==> config.mk <==
export PLATFORM = sky130hd
export DESIGN_NAME = axon_spike_scheduler_flat
export DESIGN_NICKNAME = d
export VERILOG_FILES = /design/src/rtl/axon_spike_scheduler_if.sv /design/src/rtl/axon_spike_scheduler.sv /design/src/flat_wrapper.sv
export SDC_FILE = /design/constraint.sdc
export NUM_CORES = 2
export LEC_CHECK = 0
export CAP_MARGIN = 10
export CORE_MARGIN = 3
export CORE_UTILIZATION = 53
export DETAILED_ROUTE_END_ITERATION = 8
export PLACE_DENSITY = 0.73
export SLEW_MARGIN = 20
export SYNTH_ARGS = -nofsm -noshare
export SYNTH_HDL_FRONTEND = slang
export SYNTH_SLANG_ARGS = --single-unit
==> constraint.sdc <==
create_clock -name clk -period 30.6 [get_ports clk]
set_input_delay 9.18 -clock clk [delete_from_list [all_inputs] [get_ports clk]]
set_output_delay 9.18 -clock clk [all_outputs]
set_load 0.01 [all_outputs]
==> src/rtl/axon_spike_scheduler_if.sv <==
// Bundle of signals between an axon_spike_scheduler and its neighbours.
//
// Handshake (enable / synap_con_done): the scheduler raises enable together
// with a valid axon_number and holds both stable until it samples
// synap_con_done=1 on a rising clock edge. At that edge enable drops. enable
// stays low for at least one cycle before the next axon is presented.
// synap_con_done while enable is low has no effect.
//
// Signals:
//   spike_in_valid / spike_in_axon : spike write into the collecting buffer
//   tick                           : starts processing of the collected spikes
//   synap_con_done                 : downstream finished the presented axon
//   axon_number / enable           : axon request to synapse_connection
//   busy / tick_done / tick_error  : tick status
//   issued_count                   : axons issued in the last or current tick
//   dbg_state                      : scheduler FSM state, for observation
// Modports: master = upstream/downstream environment, slave = scheduler.
interface axon_spike_scheduler_if #(
    parameter int NUM_AXONS = 256
);
    localparam int AXON_W = $clog2(NUM_AXONS);

    logic              spike_in_valid;
    logic [AXON_W-1:0] spike_in_axon;
    logic              tick;
    logic              synap_con_done;
    logic [AXON_W-1:0] axon_number;
    logic              enable;
    logic              busy;
    logic              tick_done;
    logic              tick_error;
    logic [AXON_W:0]   issued_count;
    logic [1:0]        dbg_state;

    modport master (
        output spike_in_valid, spike_in_axon, tick, synap_con_done,
        input  axon_number, enable, busy, tick_done, tick_error, issued_count, dbg_state
    );

    modport slave (
        input  spike_in_valid, spike_in_axon, tick, synap_con_done,
        output axon_number, enable, busy, tick_done, tick_error, issued_count, dbg_state
    );
endinterface

==> src/rtl/axon_spike_scheduler.sv <==
// axon_spike_scheduler
// Collects axon spikes for the next tick in a double-buffered bit vector.
// On an accepted tick the buffers swap and the read buffer is scanned in
// ascending axon order; every set axon is handed to synapse_connection via
// one enable/synap_con_done handshake, then tick_done pulses.
//
// Ports:
//   clk  : system clock, rising edge
//   rst  : asynchronous, active-high reset
//   bus  : axon_spike_scheduler_if.slave (spike input, tick, handshake,
//          status outputs and FSM debug state)
module axon_spike_scheduler #(
    parameter int NUM_AXONS = 256
) (
    input logic                   clk,
    input logic                   rst,
    axon_spike_scheduler_if.slave bus
);
    localparam int AXON_W = $clog2(NUM_AXONS);
    localparam logic [AXON_W-1:0] LAST_AXON = AXON_W'(NUM_AXONS - 1);

    typedef enum logic [1:0] {
        S_IDLE   = 2'd0,
        S_SEARCH = 2'd1,
        S_WAIT   = 2'd2,
        S_DONE   = 2'd3
    } state_t;

    state_t                           state_q, state_d;
    logic [AXON_W-1:0]                ptr_q, ptr_d;
    logic                             sel_q, sel_d;    // index of the read buffer
    logic [1:0][NUM_AXONS-1:0]        buf_q, buf_d;
    logic [AXON_W-1:0]                axon_q, axon_d;
    logic                             enable_q, enable_d;
    logic                             err_q, err_d;
    logic [AXON_W:0]                  cnt_q, cnt_d;
    logic                             spike_in_range;

    // Only matters when NUM_AXONS is not a power of two.
    assign spike_in_range = ({1'b0, bus.spike_in_axon} < (AXON_W + 1)'(NUM_AXONS));

    always_comb begin
        state_d  = state_q;
        ptr_d    = ptr_q;
        sel_d    = sel_q;
        buf_d    = buf_q;
        axon_d   = axon_q;
        enable_d = enable_q;
        cnt_d    = cnt_q;
        err_d    = 1'b0;

        case (state_q)
            S_IDLE: begin
                if (bus.tick) begin
                    // The old read buffer is all-zero after its scan and
                    // becomes the new write buffer.
                    sel_d   = ~sel_q;
                    ptr_d   = '0;
                    cnt_d   = '0;
                    state_d = S_SEARCH;
                end
            end
            S_SEARCH: begin
                if (buf_q[sel_q][ptr_q]) begin
                    axon_d   = ptr_q;
                    enable_d = 1'b1;
                    cnt_d    = cnt_q + (AXON_W + 1)'(1);
                    state_d  = S_WAIT;
                end else if (ptr_q == LAST_AXON) begin
                    state_d = S_DONE;
                end else begin
                    ptr_d = ptr_q + AXON_W'(1);
                end
            end
            S_WAIT: begin
                if (bus.synap_con_done) begin
                    enable_d             = 1'b0;
                    buf_d[sel_q][ptr_q]  = 1'b0;
                    if (ptr_q == LAST_AXON) begin
                        state_d = S_DONE;
                    end else begin
                        ptr_d   = ptr_q + AXON_W'(1);
                        state_d = S_SEARCH;
                    end
                end
            end
            S_DONE: begin
                state_d = S_IDLE;
            end
            default: begin
                state_d = S_IDLE;
            end
        endcase

        if (bus.tick && (state_q != S_IDLE)) begin
            err_d = 1'b1;
        end

        // Written into the buffer that is the write buffer after this edge,
        // so a spike coinciding with an accepted tick belongs to the next tick.
        // The read-buffer clear above never targets this buffer.
        if (bus.spike_in_valid && spike_in_range) begin
            buf_d[~sel_d][bus.spike_in_axon] = 1'b1;
        end
    end

    always_ff @(posedge clk or posedge rst) begin
        if (rst) begin
            state_q  <= S_IDLE;
            ptr_q    <= '0;
            sel_q    <= 1'b0;
            buf_q    <= '0;
            axon_q   <= '0;
            enable_q <= 1'b0;
            err_q    <= 1'b0;
            cnt_q    <= '0;
        end else begin
            state_q  <= state_d;
            ptr_q    <= ptr_d;
            sel_q    <= sel_d;
            buf_q    <= buf_d;
            axon_q   <= axon_d;
            enable_q <= enable_d;
            err_q    <= err_d;
            cnt_q    <= cnt_d;
        end
    end

    assign bus.axon_number  = axon_q;
    assign bus.enable       = enable_q;
    assign bus.busy         = (state_q != S_IDLE);
    assign bus.tick_done    = (state_q == S_DONE);
    assign bus.tick_error   = err_q;
    assign bus.issued_count = cnt_q;
    assign bus.dbg_state    = state_q;
endmodule

==> src/flat_wrapper.sv <==
// flat-port wrapper written by rule: the top's interface ports become plain ports
module axon_spike_scheduler_flat 
#(
    parameter int NUM_AXONS = 256
)
  (clk, rst, bus_spike_in_valid, bus_spike_in_axon, bus_tick, bus_synap_con_done, bus_axon_number, bus_enable, bus_busy, bus_tick_done, bus_tick_error, bus_issued_count, bus_dbg_state);
  axon_spike_scheduler_if #(.NUM_AXONS(NUM_AXONS)) bus_i ();
  input logic clk;
  input logic rst;
  input wire logic [$bits(bus_i.spike_in_valid)-1:0] bus_spike_in_valid;
  input wire logic [$bits(bus_i.spike_in_axon)-1:0] bus_spike_in_axon;
  input wire logic [$bits(bus_i.tick)-1:0] bus_tick;
  input wire logic [$bits(bus_i.synap_con_done)-1:0] bus_synap_con_done;
  output wire logic [$bits(bus_i.axon_number)-1:0] bus_axon_number;
  output wire logic [$bits(bus_i.enable)-1:0] bus_enable;
  output wire logic [$bits(bus_i.busy)-1:0] bus_busy;
  output wire logic [$bits(bus_i.tick_done)-1:0] bus_tick_done;
  output wire logic [$bits(bus_i.tick_error)-1:0] bus_tick_error;
  output wire logic [$bits(bus_i.issued_count)-1:0] bus_issued_count;
  output wire logic [$bits(bus_i.dbg_state)-1:0] bus_dbg_state;
  assign bus_i.spike_in_valid = bus_spike_in_valid;
  assign bus_i.spike_in_axon = bus_spike_in_axon;
  assign bus_i.tick = bus_tick;
  assign bus_i.synap_con_done = bus_synap_con_done;
  assign bus_axon_number = bus_i.axon_number;
  assign bus_enable = bus_i.enable;
  assign bus_busy = bus_i.busy;
  assign bus_tick_done = bus_i.tick_done;
  assign bus_tick_error = bus_i.tick_error;
  assign bus_issued_count = bus_i.issued_count;
  assign bus_dbg_state = bus_i.dbg_state;
  axon_spike_scheduler #(.NUM_AXONS(NUM_AXONS)) u_core (.clk(clk), .rst(rst), .bus(bus_i));
endmodule
==> summary.md <==
| Metric | Value |
|---|---|
| Post-Syn Nets | 2555 |
| Detailed Place HPWL | 51000 um |
| Post-CTS Setup Bufs | 0 |
| Mapped Cells | 2532 |
| Slew headroom | 15.2% |
| FFs w/ async S/R, synth | 100% |
| Root Driver | clkbuf_16 |
| Slew Limit Fails | 0 |
| Die Area | 50600 um2 |
| Synth warnings | 0 |
| GRT overflow | 0 |
| Share of layout cells above drive strength 1 | 8.27% |
| Setup Viol. Count Final | 0 |
| GPL Wtd Cong | 0.988 |
| # port buffers | 35 |
| Post-DR vias/cell | 7.15 |
| Most frequent cells in the layout | 1035 x o21ai_0, 540 x dfrtp_1, 196 x mux2i_1 |
| Crit end category | register |
| Top FF cell, synth | dfrtp_1 |
| Core Area | 47000 um2 |
| Critical Path RT | 31.10 ns |
| RSZ-0062 raised after global routing | false |
| # Max-Cap Violations | 0 |
| Number of global-route vias before repair | 21600 |
| DR WL/cell | 28.7 um |
| Die Y | 225 um |
| Commonest non-fill, non-tap cell in the layout | o21ai_0 |
| Synth top area share | 53.3% |
| All-Layer GR Usage | 34.5% |
| Post-layout util | 59.4% |
| Final hold vios | 0 |
| Layout fillers | 3835 |
| Final worst path period share | 39.3% |
| Htree depth | 2 |
| Max rail drop VDD | 0.0000701 V |
| Bufs on Longest Clock Path | 3 |
| First-pass GRT wire length | 132000 um |
| Fmax | 83.2 MHz |
| Final non-filler cell total | 3079 |
| Arrival time at the worst endpoint | 12.52 ns |
| Post-CTS Resized | 0 |
| Vias after detailed routing | 22000 |
| Status | finished with violations |
| Die W | 225 um |
| Post-layout nets | 2446 |
| Clk sink count | 542 |
| Dpl ws | 18.28 ns |
| Fin Setup TNS | 0 ns |
| Post-route ant nets | 0 |
| Clk_lat worst skew | 0.62 ns |
| Top post-synthesis cells by area | dfrtp_1 53%, o21ai_0 20%, mux2i_1 7.7% |
| HP Class | reg -> reg |
| CP Class | in -> reg |
| Area leader, netlist | dfrtp_1 |
| Final Worst Setup Slack | 18.58 ns |
| Cell Area, Synth | 25400 um2 |
| Initial Util | 54.2% |
| Worst-path clk slew | 0.06 ns |
| Failing checks | DRC |
| Fin Clk Skew | 0.0140 ns |
| DRT Pass-1 Iters | 9 |
| Synthesized area per cell | 10.0 um2 |
| CP startpoint kind | primary input |
| Post-route DRC | 26 |
| CTS tree | yes |
| Placed Cells | 2974 |
| IO Pins | 36 |
| Row Count | 79 |
| Worst Tran Pin Value | 1.27 ns |
| CP max FO | 16 |
| Power per Cell Area | 76.5 nW/um2 |
| Netlist cell types | 64 |
| Area grow syn2layout | 9.71% |
| Tmin final | 12.02 ns |
| Synthesis-stage register bit count | 542 |
| CTS hold repair buffers | 0 |
| Final WL | 88300 um |
| Leak pwr | 11.6 nW |
| Antenna violations before repair | 5 |
| 1st-iter DRT viols | 3443 |
| Sequential fraction of the synthesis area | 53.3% |
| CTS buffer count | 54 |
| EDFF count, synth | 0 |
| Largest net degree at the start of global routing | 129 |
where the power goes:
| part | internal (mW) | switching (mW) | total [mW] |
|---|---|---|---|
| clock | 0.442 | 0.287 | 0.729 |
| sequential | 0.801 | 0.0611 | 0.862 |
| combinational | 0.200 | 0.345 | 0.544 |
| total | 1.44 | 0.692 | 2.14 |
worst max-delay path, stage by stage:
cell             delay (ns)
clkdlybuf4s50_1        0.62
nand2_1                0.22
xor2_1                 0.66
inv_1                  0.38
nor3_1                 0.51
nand3_1                0.54
o21ai_0                0.40
routing by layer:
layer	up-vias	wire length, um	global-route usage [%]
met5	-	136	1.61
met4	8	6150	20.2
met3	418	11300	11.3
met2	1564	38300	50.7
met1	10900	32300	44.9
li1	9090	-	-
registers in the layout (all words and copies together) (netlist names):
| register | flops |
|---|---|
| u_core.bus.enable | 1 |
| u_core.sel_q | 1 |
| u_core.bus.tick_error | 1 |
| u_core.ptr_q | 8 |
| u_core.bus.issued_count | 9 |
| u_core.bus.axon_number | 8 |
| u_core.buf_q | 512 |
| u_core.bus.dbg_state | 2 |
per-stage QoR:
step | hold WS, ns | instance area (um2) | power, mW
floorplan | 0.448 | 25400 | 1.24
finish | 0.504 | 27900 | 2.14
CTS | 0.507 | 27800 | 2.11
detailed placement | 0.493 | 25900 | 1.39
global route | 0.532 | 27900 | 2.21
global placement | 0.482 | 25900 | 1.37
cell usage after synthesis, drive strengths merged, types with 16 or more instances:
cell	count
nor2b	20
clkbuf	170
nand3	84
mux4	32
o22ai	31
nand4	16
mux2i	196
nand2	79
dfrtp	542
a22oi	79
buf	67
o21ai	1035
nor3	16
nor2	34
final cells by class:
type | count | area [um2] | share of cell area (%)
inverter | 14 | 60.1 | 0.215
sequential | 542 | 13600 | 48.6
clock inverter | 19 | 298 | 1.07
tap | 607 | 759 | 2.72
multi-input combinational | 1739 | 10900 | 39.0
timing repair buffer | 72 | 644 | 2.31
clock buffer | 82 | 1670 | 5.99
antenna | 4 | 10.0 | 0.0359
kinds of logic (layout without fill, tap and decap cells):
family	Yosys count	in the layout	synth area share (%)
other cells	0	4	0
buf+inv	251	187	4.13
fa+ha+maj	10	10	0.492
mux	237	237	10.9
xor+xnor	1	1	0.0344
flops	542	542	53.3
simple gates	288	288	5.73
compound gates	1203	1203	25.3
final timing paths:
check                           depth (start not counted)  slack [ns]              start           endpoint
worst min-delay path                                    2        0.50  u_core.buf_q[507]  u_core.buf_q[507]
worst max-delay path                                    7       18.58           bus_tick  u_core.buf_q[453]
min in group asynchronous                               2        9.12                rst  u_core.buf_q[223]
worst min register to register                          2        0.50  u_core.buf_q[507]  u_core.buf_q[507]
worst max register to register                         12       24.68    u_core.ptr_q[0]    u_core.ptr_q[3]
max in group asynchronous                               4       19.01                rst  u_core.buf_q[484]
Power figures use the tool's default switching activity.
